[config.mk]
export PLATFORM = sky130hd
export DESIGN_NAME = enc_sample_scheduler
export DESIGN_NICKNAME = d
export VERILOG_FILES = /design/src/rtl/enc_sample_scheduler.sv
export SDC_FILE = /design/constraint.sdc
export NUM_CORES = 1
export LEC_CHECK = 0
export ABC_CLOCK_PERIOD_IN_PS = 5200
export BUFFER_PORTS_ARGS = -buffer_cell sky130_fd_sc_hd__buf_2
export CAP_MARGIN = 20
export CORE_MARGIN = 3
export CORE_UTILIZATION = 30
export CTS_CLUSTER_DIAMETER = 200
export DETAILED_ROUTE_END_ITERATION = 8
export GPL_ROUTABILITY_DRIVEN = 1
export SETUP_SLACK_MARGIN = 0.02
export SLEW_MARGIN = 10
export SYNTH_ARGS = -nofsm -noshare
export SYNTH_HDL_FRONTEND = slang
export SYNTH_SLANG_ARGS = --single-unit
[constraint.sdc]
create_clock -name clk -period 5.2 [get_ports clk]
set_input_delay 0 -clock clk [delete_from_list [all_inputs] [get_ports clk]]
set_output_delay 0 -clock clk [all_outputs]
set_load 0.02 [all_outputs]
[src/rtl/enc_sample_scheduler.sv]
// ---------------------------------------------------------------------------
// enc_sample_scheduler
//   Periodic sampling controller for a bank of quadrature-encoder counters.
//   On each sample tick all channel counts are snapshotted in one cycle. A
//   single shared subtractor then computes the per-channel deltas, one channel
//   per cycle. Each delta is saturated to a signed DW-bit value and published
//   into a readout bank that the host reads.
//
// Ports
//   clk        : system clock
//   reset_n    : synchronous active-low reset
//   enable     : sampling enable (the period timer is held at 0 when low)
//   enc_counts : flattened 32-bit channel counts, channel i at [32i+31:32i]
//   rd_req     : host read strobe, single cycle
//   rd_addr    : channel index to read
//   data_clr   : host has consumed the sample; clears data_valid
//   rd_data    : delta of the addressed channel (signed, DW bits)
//   rd_ack     : one-cycle pulse, rd_data valid
//   data_valid : a new sample set is available
//   overrun    : sticky, a publish happened while data_valid was still set
//   sample_id  : publish counter, wraps 255 -> 0
//   busy       : sequencer is not idle
// ---------------------------------------------------------------------------
module enc_sample_scheduler #(
  parameter int N_CH   = 4,
  parameter int PERIOD = 50000,
  parameter int DW     = 16
) (
  input  logic                 clk,
  input  logic                 reset_n,
  input  logic                 enable,
  input  logic [32*N_CH-1:0]   enc_counts,
  input  logic                 rd_req,
  input  logic [2:0]           rd_addr,
  input  logic                 data_clr,
  output logic [DW-1:0]        rd_data,
  output logic                 rd_ack,
  output logic                 data_valid,
  output logic                 overrun,
  output logic [7:0]           sample_id,
  output logic                 busy
);

  localparam int IW = (N_CH > 1) ? $clog2(N_CH) : 1;
  localparam int TW = (PERIOD > 1) ? $clog2(PERIOD) : 1;

  localparam logic [1:0] S_IDLE  = 2'd0;
  localparam logic [1:0] S_LATCH = 2'd1;
  localparam logic [1:0] S_CALC  = 2'd2;
  localparam logic [1:0] S_PUB   = 2'd3;

  localparam logic signed [31:0] SAT_MAX = (32'sd1 <<< (DW - 1)) - 32'sd1;
  localparam logic signed [31:0] SAT_MIN = -SAT_MAX - 32'sd1;

  logic [1:0]    state_q, state_d;
  logic [TW-1:0] timer_q, timer_d;
  logic [IW-1:0] idx_q, idx_d;
  logic          primed_q, primed_d;
  logic [7:0]    sample_id_q, sample_id_d;
  logic          dv_q, dv_d;
  logic          ovr_q, ovr_d;
  logic [DW-1:0] rd_data_q, rd_data_d;
  logic          rd_ack_q, rd_ack_d;

  logic [31:0]   snap_q [N_CH];
  logic [31:0]   prev_q [N_CH];
  logic [DW-1:0] work_q [N_CH];
  logic [DW-1:0] out_q  [N_CH];

  logic                 tick;
  logic [31:0]          snap_sel;
  logic [31:0]          prev_sel;
  logic signed [31:0]   delta;
  logic [DW-1:0]        sat_val;

  // Period timer and sequencer next-state
  always_comb begin
    tick    = enable && (timer_q == TW'(PERIOD - 1));
    timer_d = '0;
    if (enable && !tick) begin
      timer_d = timer_q + TW'(1);
    end

    state_d     = state_q;
    idx_d       = idx_q;
    primed_d    = primed_q;
    sample_id_d = sample_id_q;
    unique case (state_q)
      S_IDLE: begin
        if (tick) begin
          state_d = S_LATCH;
        end
      end
      S_LATCH: begin
        idx_d   = '0;
        state_d = S_CALC;
      end
      S_CALC: begin
        if (idx_q == IW'(N_CH - 1)) begin
          state_d = S_PUB;
        end else begin
          idx_d = idx_q + IW'(1);
        end
      end
      S_PUB: begin
        sample_id_d = sample_id_q + 8'd1;
        primed_d    = 1'b1;
        state_d     = S_IDLE;
      end
      default: state_d = S_IDLE;
    endcase
  end

  // Shared subtractor: select the current channel, then saturate.
  // 32-bit modular subtraction gives the right delta across counter wrap.
  always_comb begin
    snap_sel = '0;
    prev_sel = '0;
    for (int unsigned i = 0; i < N_CH; i++) begin
      if (idx_q == IW'(i)) begin
        snap_sel = snap_q[i];
        prev_sel = prev_q[i];
      end
    end
    delta = snap_sel - prev_sel;
    if (delta > SAT_MAX) begin
      sat_val = SAT_MAX[DW-1:0];
    end else if (delta < SAT_MIN) begin
      sat_val = SAT_MIN[DW-1:0];
    end else begin
      sat_val = delta[DW-1:0];
    end
  end

  // Handshake flags. A clear coincident with a publish is applied first,
  // so the publish leaves data_valid set and does not count as an overrun.
  always_comb begin
    dv_d  = dv_q;
    ovr_d = ovr_q;
    if (state_q == S_PUB) begin
      if (dv_q && !data_clr) begin
        ovr_d = 1'b1;
      end
      dv_d = 1'b1;
    end else if (data_clr) begin
      dv_d = 1'b0;
    end
  end

  // Host read: out_q only changes on the publish edge, so a read issued in
  // the publish cycle sees the previous sample set.
  always_comb begin
    rd_ack_d  = rd_req;
    rd_data_d = rd_data_q;
    if (rd_req) begin
      rd_data_d = '0;
      for (int unsigned i = 0; i < N_CH; i++) begin
        if (32'(rd_addr) == i) begin
          rd_data_d = out_q[i];
        end
      end
    end
  end

  always_ff @(posedge clk) begin
    if (!reset_n) begin
      state_q     <= S_IDLE;
      timer_q     <= '0;
      idx_q       <= '0;
      primed_q    <= 1'b0;
      sample_id_q <= '0;
      dv_q        <= 1'b0;
      ovr_q       <= 1'b0;
      rd_data_q   <= '0;
      rd_ack_q    <= 1'b0;
      for (int unsigned i = 0; i < N_CH; i++) begin
        snap_q[i] <= '0;
        prev_q[i] <= '0;
        work_q[i] <= '0;
        out_q[i]  <= '0;
      end
    end else begin
      state_q     <= state_d;
      timer_q     <= timer_d;
      idx_q       <= idx_d;
      primed_q    <= primed_d;
      sample_id_q <= sample_id_d;
      dv_q        <= dv_d;
      ovr_q       <= ovr_d;
      rd_data_q   <= rd_data_d;
      rd_ack_q    <= rd_ack_d;

      if (state_q == S_LATCH) begin
        for (int unsigned i = 0; i < N_CH; i++) begin
          snap_q[i] <= enc_counts[32*i +: 32];
        end
      end

      // The first sample after reset only primes prev; its deltas read 0.
      if (state_q == S_CALC) begin
        for (int unsigned i = 0; i < N_CH; i++) begin
          if (idx_q == IW'(i)) begin
            prev_q[i] <= snap_q[i];
            work_q[i] <= primed_q ? sat_val : '0;
          end
        end
      end

      if (state_q == S_PUB) begin
        for (int unsigned i = 0; i < N_CH; i++) begin
          out_q[i] <= work_q[i];
        end
      end
    end
  end

  assign rd_data    = rd_data_q;
  assign rd_ack     = rd_ack_q;
  assign data_valid = dv_q;
  assign overrun    = ovr_q;
  assign sample_id  = sample_id_q;
  assign busy       = (state_q != S_IDLE);

endmodule
-- After elaboration in Yosys (flattened, before gate mapping)
Memory sizes are Yosys's and may differ from the RTL's.
Cells that the tools add are included.
- flip-flop bits (word level): 48
- RAM bits: 384
- input bits: 136
- output and inout port bits: 28
- logic and storage cells: 124
- memories: 4
- add/subtract/negate cells: 4
- order comparisons: 2
- eq/ne operators: 13
- muxes and demuxes: 61
- bitwise operators: 16
- reduce and logical (&&, ||, !) cells: 15
- memories (name ; words ; bits a word ; read ports ; clocked after Yosys merged registers in ; write ports ; RTL line ; text):
    prev_q ; 4 ; 32 ; 4 ; 0 ; 4 ; 66 ; logic [31:0] prev_q [N_CH];
    snap_q ; 4 ; 32 ; 4 ; 0 ; 4 ; 65 ; logic [31:0] snap_q [N_CH];
    out_q ; 4 ; 16 ; 4 ; 0 ; 4 ; 68 ; logic [DW-1:0] out_q [N_CH];
    work_q ; 4 ; 16 ; 4 ; 0 ; 4 ; 67 ; logic [DW-1:0] work_q [N_CH];
- operators by type and width (cell ; count):
    32-bit two-way mux ; 16
    16-bit two-way mux ; 15
    32-bit by 16-bit greater-than comparator with 1-bit output (second input constant) ; 1
    32-bit by 16-bit less-than comparator with 1-bit output (second input constant) ; 1
    32-bit subtractor ; 1
    1-bit two-way mux ; 25
    16-bit by 1-bit adder with 16-bit output (second input constant) ; 1
    16-bit equality test (second input constant) ; 1
    1-bit OR ; 16
    8-bit by 1-bit adder with 8-bit output (second input constant) ; 1
    2-bit equality test (second input constant) ; 4
    2-bit case mux with 4 select lines ; 1
    2-bit AND reduction ; 4
    3-bit by 2-bit equality test with 1-bit output (second input constant) ; 2
    2-bit two-way mux ; 3
    2-bit nonzero test ; 3
    2-bit by 1-bit equality test with 1-bit output (second input constant) ; 2
    2-bit logical NOT ; 2
    2-bit inequality test (second input constant) ; 2
    2-bit case mux with 2 select lines ; 1
    3-bit by 1-bit equality test with 1-bit output (second input constant) ; 1
    1-bit logical AND ; 3
    3-bit logical NOT ; 1
    2-bit by 1-bit adder with 2-bit output (second input constant) ; 1
    2 further kinds ; 3

-- Depth between registers and ports, before layout
- depth in word-level cells: 11
- depth in mapped cells: 25
- gate-level depth less buffers: 21

-- Worst setup path before layout
No wires, ideal clock.
- path type: register to register
- start: register idx_q[0]
- end: memory work_q[2][7], data pin
- library setup time: 170 ps
- arrival: 4980 ps
- data required time: 5030 ps
- setup slack: 50 ps
- cell stages (with the launch flop): 23
- buffers on the path: 5
- period minus slack after synthesis: 5150 ps
- path through: dfxtp_1 > inv_1 > ha_1 > clkbuf_1 > clkbuf_1 > clkbuf_1 > a21oi_1 > o21ai_0 > ha_1 > inv_1 > fa_1 > a211oi_1 > o21ai_2 > a311oi_1 > o31ai_4 > a21oi_1 > xnor2_1 > or4b_4 > nor4_4 > a21boi_2 > buf_6 > buf_6 > o31ai_1
- RTL lines (item ; RTL line ; text):
    start, declared ; 57 ; logic [IW-1:0] idx_q, idx_d;
    start signal, assigned ; 185 ; idx_q <= idx_d;
    end, declared ; 67 ;

==> reports/qor.yml <==
run_status: "complete, no violations"
final_hold_viol_count: 0
boundaryPins: 164
number_of_buffers_between_clock_root_and_the_deepest_sink: 3
grt_use_total_pct: 14.1
worst_case_setup_slack_after_placement_ps: -44.6
ys_dominant_reg_cell: "sky130_fd_sc_hd__edfxtp_1"
vias: 14567
setup_viol_count_final: 0
critical_path.endpoint_type: "flip-flop"
pin_count_of_the_biggest_net_entering_global_routing: 129
design.final.nets: 2231
async_flop_share_pct: 0
initial_core_util_pct: 30.5
fin_crit_ps: 5030
synth_top_cells_by_area: "sky130_fd_sc_hd__edfxtp_1 (56%), sky130_fd_sc_hd__and3_1 (6.1%), sky130_fd_sc_hd__dfxtp_1 (4.7%)"
power.density_cell_area_nw_per_um2: 317
core_area_um2: 67600
final_util_pct: 38.6
cts.reportedPaths.clkPinSlew_ps: 60
worst_slew_pin_slew_ps: 1020
netlist_area_um2: 20600
cts_buffers: 48
cts.sinks: 432
synth.distinct_cells: 66
worst_setup_path_start_kind: "flip-flop"
cts_tree: "done"
clk_root_buffer_cell: "sky130_fd_sc_hd__clkbuf_16"
stdcell_count: 2966
dieArea_um2: 71900
layout_setup_ws_ps: 172
post-layout-total-power_mw: 8.27
postRouteAntennaNets: 0
routedWlPerCell_um: 17.5
h_tree_depth: 2
placedCellCount: 2722
irDropWorstVdd_mv: 0.269
syn_to_final_growth_pct: 26.5
fmax_ghz: 0.199
grt.overflow.total: 0
grt_first_pass_wirelength_um: 81300
power_leakage_nw: 10.2
place.detailed.hpwl_um: 34800
endpoint_required_time_on_the_critical_path_ps: 5580
grt_pass1_vias: 14464
min_path_type: "in -> reg"
syn-instance-count: 1766
synth_seq_cells: 432
buffer_ports.inserted: 163
synth.largest_area_cell: "sky130_fd_sc_hd__edfxtp_1"
globalplace.congestion: 0.863
path_max_fanout: 24
detailedRoute.firstIterationViolations: 1069
post-synth-top-area-fraction_pct: 55.9
yosysWarningCount: 0
post_route_cells_drive_above_1_share_pct: 20.2
first_pass_iters: 5
layout_worst_path_cycle_share_pct: 96.7
die_w_um: 268
die_h_um: 268
grt_antenna_before_repair: 0
maxSlewHeadroom_pct: 31.8
fin_worst_skew_ps: 25.4
placementRows: 95
wirelength_um: 52000
syn_nets: 1944
critical_path_class: "reg -> reg"
synth_edf_count: 384
timing_max_transition_violations_final: 0
yosysSeqAreaShare_pct: 60.6
critPathArrivalTime_ps: 5410
avgViaCountPerCell: 4.91
drc: 0
insertion_delay_ps: 590
postSynthAreaPerCell_um2: 11.7
drv.max_cap_violation_count: 0
[power breakdown]
part           switching [mW]  total [mW]  internal, mW
registers              0.0692        4.00          3.93
clock network            1.43        3.50          2.07
logic                   0.446       0.773         0.327
[path summary, 6_finish.rpt]
path                            slack, ps                          to             startpoint  cells past startpoint
worst max-delay path                  170  work_q[2][5]$_SDFFCE_PN0P_  idx_q[0]$_SDFFE_PN0P_                     24
worst min-delay path                  190    rd_data[13]$_SDFFE_PN0P_             rd_addr[1]                      4
worst max register to register        170  work_q[2][5]$_SDFFCE_PN0P_  idx_q[0]$_SDFFE_PN0P_                     24
worst min register to register        490       timer_q[0]$_SDFF_PN0_  timer_q[0]$_SDFF_PN0_                      1
[layout make-up]
type | instances | area [um^2]
Antenna cell | 1 | 2.50
Clock buffer | 55 | 1230
Clock inverter | 34 | 409
Fill cell | 6409 | 41500
Inverter | 18 | 67.6
Multi-Input combinational cell | 1182 | 7940
Sequential cell | 432 | 12500
Tap cell | 873 | 1090
Timing Repair Buffer | 371 | 2850
[repair_timing]
| action | in CTS | in global routing |
|---|---|---|
| pin swaps | 0 | 25 |
| buffers inserted | 0 | 15 |
| gates cloned | 0 | 3 |
| gates resized for setup | 3 | 92 |
| endpoints found under the setup margin | 48 | 60 |
| endpoints found under the hold margin | 150 | 0 |
| hold buffers | 134 | 0 |
[placed cells by master, fill, tap and decap left out, types with 8 or more instances in the layout]
cell,netlist,routed
sky130_fd_sc_hd__xor2_1,22,22
sky130_fd_sc_hd__buf_2,4,162
sky130_fd_sc_hd__a21o_1,12,12
sky130_fd_sc_hd__ha_2,0,11
sky130_fd_sc_hd__nor3_1,12,12
sky130_fd_sc_hd__dlygate4sd3_1,0,134
sky130_fd_sc_hd__a21oi_1,147,129
sky130_fd_sc_hd__dfxtp_1,48,47
sky130_fd_sc_hd__inv_1,18,18
sky130_fd_sc_hd__nand4_1,16,16
sky130_fd_sc_hd__and2_1,137,136
sky130_fd_sc_hd__o21ai_0,55,48
sky130_fd_sc_hd__nand3_1,18,18
sky130_fd_sc_hd__nand2_1,79,75
sky130_fd_sc_hd__edfxtp_1,384,384
sky130_fd_sc_hd__a21oi_2,1,19
sky130_fd_sc_hd__ha_1,41,22
sky130_fd_sc_hd__ha_4,0,8
sky130_fd_sc_hd__mux4_2,16,16
sky130_fd_sc_hd__buf_4,0,60
sky130_fd_sc_hd__clkbuf_16,0,50
sky130_fd_sc_hd__o31ai_2,1,17
sky130_fd_sc_hd__nor2b_1,44,43
sky130_fd_sc_hd__and3_1,202,202
sky130_fd_sc_hd__a22oi_1,64,58
sky130_fd_sc_hd__o31ai_1,49,33
sky130_fd_sc_hd__xnor2_1,21,21
sky130_fd_sc_hd__o211ai_1,10,10
sky130_fd_sc_hd__clkinv_2,0,9
sky130_fd_sc_hd__nor2_1,152,151
[per-stage QoR]
stage	setup TNS, ps	cell area, um^2	hold slack (ps)
6_report	0	26100	187
5_1_grt	-0.0675	26100	213
4_1_cts	0	25500	174
3_5_place_dp	-167	22500	320
3_3_place_gp	0	22500	318
2_1_floorplan	0	20600	219
[flip-flops by register name (all words and copies together) (netlist names)]
| register | count |
|---|---|
| data_valid | 1 |
| out_q | 64 |
| rd_ack | 1 |
| rd_data | 16 |
| sample_id | 8 |
| state_q | 2 |
| prev_q | 128 |
| primed_q | 1 |
| work_q | 64 |
| idx_q | 2 |
| overrun | 1 |
| snap_q | 128 |
| timer_q | 16 |
[synth_stat cells, types with 10 or more instances]
library cell and n:
sky130_fd_sc_hd__a21o_1 12, sky130_fd_sc_hd__a21oi_1 147, sky130_fd_sc_hd__a22oi_1 64, sky130_fd_sc_hd__and2_1 137, sky130_fd_sc_hd__and3_1 202, sky130_fd_sc_hd__buf_1 11
sky130_fd_sc_hd__clkbuf_1 113, sky130_fd_sc_hd__dfxtp_1 48, sky130_fd_sc_hd__edfxtp_1 384, sky130_fd_sc_hd__ha_1 41, sky130_fd_sc_hd__inv_1 18, sky130_fd_sc_hd__mux4_2 16
sky130_fd_sc_hd__nand2_1 79, sky130_fd_sc_hd__nand3_1 18, sky130_fd_sc_hd__nand4_1 16, sky130_fd_sc_hd__nor2_1 152, sky130_fd_sc_hd__nor2b_1 44, sky130_fd_sc_hd__nor3_1 12
sky130_fd_sc_hd__o211ai_1 10, sky130_fd_sc_hd__o21ai_0 55, sky130_fd_sc_hd__o31ai_1 49, sky130_fd_sc_hd__xnor2_1 21, sky130_fd_sc_hd__xor2_1 22
[worst max-delay path, stage by stage (launching register included)]
cell	delay, ps
sky130_fd_sc_hd__dfxtp_4	380
sky130_fd_sc_hd__inv_1	70
sky130_fd_sc_hd__ha_2	200
sky130_fd_sc_hd__nor2b_4	130
sky130_fd_sc_hd__buf_12	140
sky130_fd_sc_hd__buf_12	140
sky130_fd_sc_hd__a22oi_1	260
sky130_fd_sc_hd__nor2_1	90
sky130_fd_sc_hd__a21oi_1	120
sky130_fd_sc_hd__nor2_1	70
sky130_fd_sc_hd__a21oi_2	190
sky130_fd_sc_hd__ha_2	340
sky130_fd_sc_hd__buf_12	140
sky130_fd_sc_hd__a21oi_1	140
sky130_fd_sc_hd__o21ai_1	100
sky130_fd_sc_hd__a311oi_1	240
sky130_fd_sc_hd__buf_4	190
sky130_fd_sc_hd__o31ai_4	70
sky130_fd_sc_hd__xor2_1	220
sky130_fd_sc_hd__nand2_1	80
sky130_fd_sc_hd__or4b_4	530
sky130_fd_sc_hd__nor4_4	330
sky130_fd_sc_hd__a21boi_4	150
sky130_fd_sc_hd__buf_8	210
sky130_fd_sc_hd__o31ai_1	260
[routing by layer]
layer / GRT usage (%) / wire length [um]
met2: 23.5 / 24700
met5: 0 / 0
met4: 4.04 / 1050
met1: 19.1 / 23700
met3: 2.21 / 2510
[logic make-up (layout without fill, tap and decap cells)]
logic type	count (synthesis)	in the layout	share of synthesized area (%)
AO/OA/AOI/OAI	389	389	12.1
multiplexers	21	21	1.99
adder cells (fa/ha/maj)	42	42	2.58
AND/OR/NAND/NOR	687	687	18.0
flip-flops	432	432	60.6
other	0	1	0
buffers and inverters	152	478	2.92
XOR/XNOR	43	43	1.83
(Power assumes the default switching activity.)
